==> config.mk <==
export PLATFORM = sky130hd
export DESIGN_NAME = arm_mc_sequencer
export DESIGN_NICKNAME = d
export VERILOG_FILES = /design/src/rtl/arm_mc_sequencer.sv
export SDC_FILE = /design/constraint.sdc
export NUM_CORES = 1
export LEC_CHECK = 0
export CORE_MARGIN = 2
export CORE_UTILIZATION = 47
export CTS_CLUSTER_SIZE = 20
export DETAILED_ROUTE_END_ITERATION = 10
export GPL_TIMING_DRIVEN = 0
export PLACE_DENSITY = 0.87
export SYNTH_ARGS = -nofsm -noshare
export SYNTH_HDL_FRONTEND = slang
export SYNTH_SLANG_ARGS = --single-unit
==> constraint.sdc <==
create_clock -name clk -period 4.9 [get_ports clk]
set_input_delay 0.735 -clock clk [delete_from_list [all_inputs] [get_ports clk]]
set_output_delay 0.735 -clock clk [all_outputs]
set_load 0.05 [all_outputs]
==> src/rtl/arm_mc_sequencer.sv <==
// Multicycle FETCH/DECODE/EXEC/MEM/WB sequencer for the ARM-subset core; owns PC, CPSR flags
// and a sticky memory-timeout fault. Define ARM_BYTE_ACCESS_EN to honour the B bit (LDRB/STRB).
module arm_mc_sequencer #(
  parameter int                ADDR_W       = 32,
  parameter logic [ADDR_W-1:0] RESET_PC     = '0,
  parameter int                MEM_WAIT_MAX = 0
) (
  input  logic              clk,
  input  logic              rst,
  output logic              imem_req,
  output logic [ADDR_W-1:0] imem_addr,
  input  logic [31:0]       imem_rdata,
  input  logic              imem_ready,
  output logic [3:0]        rf_ra1,
  output logic [3:0]        rf_ra2,
  input  logic [31:0]       rf_rd1,
  input  logic [31:0]       rf_rd2,
  output logic [3:0]        rf_wa,
  output logic [31:0]       rf_wd,
  output logic              rf_we,
  output logic [3:0]        alu_op,
  output logic [31:0]       alu_a,
  output logic [31:0]       alu_b,
  input  logic [31:0]       alu_y,
  input  logic [3:0]        alu_nzcv,
  output logic [ADDR_W-1:0] dmem_addr,
  output logic [31:0]       dmem_wdata,
  output logic              dmem_re,
  output logic              dmem_we,
  output logic [3:0]        dmem_be,
  input  logic [31:0]       dmem_rdata,
  input  logic              dmem_ready,
  output logic [ADDR_W-1:0] pc,
  output logic [3:0]        cpsr_nzcv,
  output logic              fault
);

  typedef enum logic [2:0] {FETCH, DECODE, EXEC, MEM, WB, HALT} state_t;

  localparam logic [31:0] WAIT_LAST = (MEM_WAIT_MAX > 0) ? 32'(MEM_WAIT_MAX - 1) : 32'd0;

  state_t            state, state_nx;
  logic [31:0]       instr;
  logic [31:0]       op_a, op_b;
  logic [31:0]       result;
  logic [31:0]       eff;
  logic [ADDR_W-1:0] mem_addr;
  logic [31:0]       st_data;
  logic [3:0]        st_be;
  logic              wb_rn;
  logic [31:0]       wait_cnt;

  logic [3:0]         cond, opcode, rn, rd, rm;
  logic               is_dp, is_mem, is_br, imm_op, s_bit, p_bit, u_bit, w_bit, l_bit, link_bit;
  logic               is_test, mem_wb, byte_acc, dec_pass, waiting, wait_hit;
  logic [31:0]        op2, eff_c, addr_c, wdata_c, load_c, link;
  logic [3:0]         be_c;
  logic signed [31:0] br_off;
  logic [ADDR_W-1:0]  pc_seq, br_target;

  function automatic logic cond_pass(input logic [3:0] c, input logic [3:0] f);
    logic n, z, cf, v;
    {n, z, cf, v} = f;
    case (c)
      4'h0:    return z;
      4'h1:    return !z;
      4'h2:    return cf;
      4'h3:    return !cf;
      4'h4:    return n;
      4'h5:    return !n;
      4'h6:    return v;
      4'h7:    return !v;
      4'h8:    return cf && !z;
      4'h9:    return !cf || z;
      4'hA:    return n == v;
      4'hB:    return n != v;
      4'hC:    return !z && (n == v);
      4'hD:    return z || (n != v);
      4'hE:    return 1'b1;
      default: return 1'b0;
    endcase
  endfunction

  function automatic logic [31:0] ror32(input logic [31:0] v, input logic [4:0] sh);
    return (v >> sh) | (v << (6'd32 - {1'b0, sh}));
  endfunction

  function automatic logic [31:0] load_lane(input logic [31:0] d, input logic [1:0] a,
                                            input logic byt);
    if (byt) return {24'h0, d[{a, 3'b000} +: 8]};
    return d;
  endfunction

  assign cond     = instr[31:28];
  assign opcode   = instr[24:21];
  assign rn       = instr[19:16];
  assign rd       = instr[15:12];
  assign rm       = instr[3:0];
  assign is_dp    = instr[27:26] == 2'b00;
  assign is_mem   = instr[27:26] == 2'b01;
  assign is_br    = instr[27:25] == 3'b101;
  assign imm_op   = instr[25];
  assign s_bit    = instr[20];
  assign p_bit    = instr[24];
  assign u_bit    = instr[23];
  assign w_bit    = instr[21];
  assign l_bit    = instr[20];
  assign link_bit = instr[24];
  assign is_test  = opcode[3:2] == 2'b10;
  assign mem_wb   = w_bit || !p_bit;
`ifdef ARM_BYTE_ACCESS_EN
  assign byte_acc = instr[22];
`else
  assign byte_acc = 1'b0;
`endif

  // Unsupported encodings (class 11, block transfers) retire like a failed condition.
  assign dec_pass = cond_pass(cond, cpsr_nzcv) && (is_dp || is_mem || is_br);

  assign op2     = imm_op ? ror32({24'h0, instr[7:0]}, {instr[11:8], 1'b0})
                          : op_b << instr[11:7];
  assign eff_c   = u_bit ? op_a + {20'h0, instr[11:0]} : op_a - {20'h0, instr[11:0]};
  assign addr_c  = p_bit ? eff_c : op_a;
  assign wdata_c = byte_acc ? {4{op_b[7:0]}} : op_b;
  assign be_c    = byte_acc ? (4'b0001 << addr_c[1:0]) : 4'b1111;
  assign load_c  = load_lane(dmem_rdata, mem_addr[1:0], byte_acc);

  assign br_off    = {{6{instr[23]}}, instr[23:0], 2'b00};
  assign pc_seq    = pc + ADDR_W'(4);
  assign br_target = pc + ADDR_W'(8) + ADDR_W'(br_off);
  assign link      = 32'(pc_seq);

  assign waiting  = ((state == FETCH) && !imem_ready) || ((state == MEM) && !dmem_ready);
  assign wait_hit = waiting && (MEM_WAIT_MAX > 0) && (wait_cnt == WAIT_LAST);

  always_comb begin
    state_nx   = state;
    imem_req   = 1'b0;
    imem_addr  = '0;
    rf_ra1     = 4'h0;
    rf_ra2     = 4'h0;
    rf_wa      = 4'h0;
    rf_wd      = 32'h0;
    rf_we      = 1'b0;
    alu_op     = 4'h0;
    alu_a      = 32'h0;
    alu_b      = 32'h0;
    dmem_addr  = '0;
    dmem_wdata = 32'h0;
    dmem_re    = 1'b0;
    dmem_we    = 1'b0;
    dmem_be    = 4'h0;
    case (state)
      FETCH: begin
        imem_req  = !rst;
        imem_addr = rst ? '0 : pc;
        if (imem_ready)    state_nx = DECODE;
        else if (wait_hit) state_nx = HALT;
      end
      DECODE: begin
        if (dec_pass) begin
          rf_ra1 = rn;
          if (is_dp && !imm_op)      rf_ra2 = rm;
          else if (is_mem && !l_bit) rf_ra2 = rd;
          state_nx = EXEC;
        end else begin
          state_nx = FETCH;
        end
      end
      EXEC: begin
        if (is_dp) begin
          alu_op   = opcode;
          alu_a    = op_a;
          alu_b    = op2;
          state_nx = WB;
        end else if (is_mem) begin
          state_nx = MEM;
        end else begin
          state_nx = link_bit ? WB : FETCH;
        end
      end
      MEM: begin
        dmem_addr  = mem_addr;
        dmem_wdata = l_bit ? 32'h0 : st_data;
        dmem_re    = l_bit;
        dmem_we    = !l_bit;
        dmem_be    = st_be;
        if (dmem_ready)    state_nx = WB;
        else if (wait_hit) state_nx = HALT;
      end
      WB: begin
        state_nx = FETCH;
        if (is_br) begin
          rf_we = 1'b1;
          rf_wa = 4'd14;
          rf_wd = result;
        end else if (is_dp) begin
          rf_we = !is_test;
          rf_wa = rd;
          rf_wd = result;
        end else if (l_bit && !wb_rn) begin
          // Load data goes first; base writeback follows unless it would clobber it.
          rf_we = 1'b1;
          rf_wa = rd;
          rf_wd = result;
          if (mem_wb && (rn != rd)) state_nx = WB;
        end else if (mem_wb) begin
          rf_we = 1'b1;
          rf_wa = rn;
          rf_wd = eff;
        end
      end
      default: state_nx = HALT;
    endcase
  end

  always_ff @(posedge clk or posedge rst) begin
    if (rst) begin
      state     <= FETCH;
      pc        <= RESET_PC;
      cpsr_nzcv <= 4'h0;
      fault     <= 1'b0;
      wb_rn     <= 1'b0;
      wait_cnt  <= 32'h0;
    end else begin
      state    <= state_nx;
      wait_cnt <= waiting ? wait_cnt + 32'd1 : 32'h0;
      wb_rn    <= (state == WB) && (state_nx == WB);
      if (wait_hit) fault <= 1'b1;
      case (state)
        DECODE: if (!dec_pass) pc <= pc_seq;
        EXEC: begin
          if (is_dp && (s_bit || is_test)) cpsr_nzcv <= alu_nzcv;
          if (is_br) pc <= br_target;
        end
        WB: if ((state_nx == FETCH) && !is_br) pc <= pc_seq;
        default: ;
      endcase
    end
  end

  // Datapath holding registers carry no reset; every output using them is gated by state.
  always_ff @(posedge clk) begin
    case (state)
      FETCH: if (imem_ready) instr <= imem_rdata;
      DECODE: begin
        op_a <= rf_rd1;
        op_b <= rf_rd2;
      end
      EXEC: begin
        result   <= is_br ? link : alu_y;
        eff      <= eff_c;
        mem_addr <= addr_c[ADDR_W-1:0];
        st_data  <= wdata_c;
        st_be    <= be_c;
      end
      MEM: if (dmem_ready) result <= load_c;
      default: ;
    endcase
  end

endmodule

==> flow_summary.ini <==
[outcome]
status = finished, final reports clean

[placed_design]
dpl.hpwl_mm = 56.1
placed_cell_area_um2 = 23200
portBuffers = 415
gp_congestion = 0.993
place_inst = 2890

[timing]
hold_ws_ps = 483
worstMarginPinSlew_ps = 1100
rsz0062_at_grt = yes
slew_headroom_pct = 25.9
setup_violations = 0
max_freq_mhz = 209
skew_ps = 20.1
timing.final.crit_share_pct = 97.8
finalCriticalPeriod_ps = 4790
drv_slew = 0
fin_setup_tns_ps = 0
finalHoldViolations = 0

[critical_path]
worstPathArrival_ps = 4060
critical_path_class = register to primary output
crit_path_top_delay_cell = clkdlybuf4s50_1
cp_max_fo = 13
end_kind = primary output
path_cells = clkbuf_1, nand3_1, inv_1, clkbuf_1, clkbuf_1, buf_4, clkdlybuf4s50_1
start_kind = register
crit_top_cell = clkbuf_1
worst-endpoint-required_ps = 4160
slowest_delay_ps = 800
r2r_setup_slack_ps = 230

[die]
core_area_um2 = 38500
dieArea_um2 = 40300
pin_count = 421
start_util_pct = 47.4
die_y_um = 201
rows = 72
die_x_um = 201

[clock_tree]
numCtsBuffers = 29
cts-root-buf = clkbuf_16
clockBufferDepth = 3
path_clk_slew_ps = 60
clock_latency_ps = 600
cts_tree = yes
clock_sinks = 262
cts_htree_levels = 1

[finish]
nets = 2669
seq_area_um2 = 7680
drive_gt1_share_pct = 8.81
fin_area_um2 = 24300
num-fill-cells = 3110
area_growth_pct = 33.7
instances_no_fill = 2952
multi_input_area_um2 = 9920

[detailed_routing]
vias = 18100
antenna_left = 0
drc = 0
wl_per_cell_um = 24.4
avgViaCountPerCell = 6.12
firstDrtPassIters = 5
drt_iter0_drc = 1896
wirelength_mm = 72.0

[global_routing]
grt.total_usage_pct = 34.6
grt_pass1_wl_mm = 107
grt_pass1_vias = 17600
grt_max_degree = 74
grt-ovfl-total = 0
antenna_found_initial = 6

[synthesis]
synth-edff-count = 224
synth_sequential_area_ratio_pct = 42.1
synth.avg_cell_area_um2 = 9.35
synth_flop_cell = edfxtp_1
synth_cell_types = 71
synthArstFlopShare_pct = 14.5
ys_warn_count = 0
ys_ff_latch = 262
syn_area_um2 = 18200
syn_inst = 1948

[hold_path]
hp-class = register to register

[job]
drv_cap = 0

[pwr]
vdd_ir_drop_max_v = 0.000273
p_per_area_nw_per_um2 = 205
p_leak_nw = 9.50
## state kept, by name, summed over array words and instances (netlist names)
name and cells:
cpsr_nzcv 4, eff 32, instr 32, mem_addr 32, op_a 32, op_b 32
pc 30, result 32, st_data 32, state 3, wb_rn 1
## metal layers
layer | vias up | global-route usage (%) | wire length (um)
met4 | 8 | 16.5 | 4070
met3 | 263 | 7.79 | 7550
met2 | 1253 | 57.3 | 33400
met5 | - | 0 | 43
li1 | 8030 | - | -
met1 | 8498 | 42.9 | 27000
## logic make-up after synthesis
group / Yosys count / share of synthesized area, %
compound gates: 498 / 16.8
xor+xnor: 94 / 4.52
fa+ha+maj: 94 / 6.54
buf+inv: 185 / 4.03
flops: 262 / 42.1
mux: 96 / 7.14
other cells: 1 / 0.0206
simple gates: 718 / 18.8
## worst paths after layout
check                               end      from  cells past startpoint
setup / recovery             dmem_be[2]  state[1]                      7
hold / removal              st_data[31]  op_b[31]                      0
setup reg to reg           mem_addr[26]  instr[7]                     19
hold reg to reg             st_data[31]  op_b[31]                      0
max in group asynchronous  cpsr_nzcv[2]       rst                      3
min in group asynchronous        pc[29]       rst                      2
## layout by cell type (no fill, tap or decap), types with 31 or more instances in the layout
cell type / instances
o21ai_0: 114
mux2i_1: 31
a21oi_1: 178
mux2_2: 42
and3_1: 50
nor2_1: 176
inv_1: 45
xor2_1: 38
clkbuf_1: 94
clkdlybuf4s50_1: 370
nand3_1: 73
xnor2_1: 56
dfrtp_1: 38
ha_1: 91
and2_1: 105
edfxtp_1: 224
nand2_1: 206
## layout make-up
type	instances	area share [%]
multi-input cells	1505	40.7
flip-flops and latches	262	31.5
repair buffers	427	17.6
clock buffers	38	3.28
well taps	518	2.66
plain buffers	132	2.39
clock inverters	16	0.966
inverters	50	0.796
diodes	4	0.0411
## Yosys cell counts, types with 7 or more instances
cell type / count / area, um2
a211oi_1: 17 / 128
a21o_1: 30 / 225
a21oi_1: 179 / 896
a22oi_1: 15 / 113
a31oi_1: 25 / 156
and2_1: 105 / 657
and3_1: 51 / 319
buf_1: 18 / 67.6
buf_2: 8 / 40.0
buf_4: 8 / 60.1
clkbuf_1: 101 / 379
dfrtp_1: 38 / 951
edfxtp_1: 224 / 6730
ha_1: 92 / 1150
inv_1: 47 / 176
mux2_2: 42 / 473
mux2i_1: 31 / 310
mux4_2: 23 / 518
nand2_1: 207 / 777
nand2b_1: 8 / 50.1
nand3_1: 73 / 365
nand4_1: 15 / 93.8
nor2_1: 182 / 683
nor2b_1: 11 / 68.8
nor3_1: 31 / 155
o211ai_1: 8 / 60.1
o21a_1: 12 / 90.1
o21ai_0: 115 / 576
o22a_1: 8 / 70.1
o22ai_1: 12 / 75.1
o31ai_1: 9 / 67.6
or2_2: 7 / 43.8
xnor2_1: 56 / 490
xor2_1: 38 / 333
## critical path: cells and delay by family (launching register included)
family,cells,cell delay (ps)
simple gates,1,420
buf+inv,6,2710
flops,1,330
## metrics by stage
step	setup slack, ps	power (mW)	utilization (%)
6_report	106	4.99	63.3
5_1_grt	-62.4	5.09	63.3
4_1_cts	-23.7	5.01	63.0
3_5_place_dp	-1080	2.65	60.2
3_3_place_gp	-1130	2.65	59.9
2_1_floorplan	241	2.50	-
## report_power, final
group	switching, mW	internal [mW]	total (mW)
combinational	0.0634	0.133	0.197
sequential	0.00235	2.41	2.41
clock	0.965	1.42	2.38
total	1.03	3.96	4.99
## what timing repair did
item,in CTS,in global routing
setup endpoints to repair,77,80
pin swaps,1,4
hold buffers,0,0
buffers inserted,1,6
resized for setup,107,46
gates cloned,0,0
(Power assumes the default switching activity.)
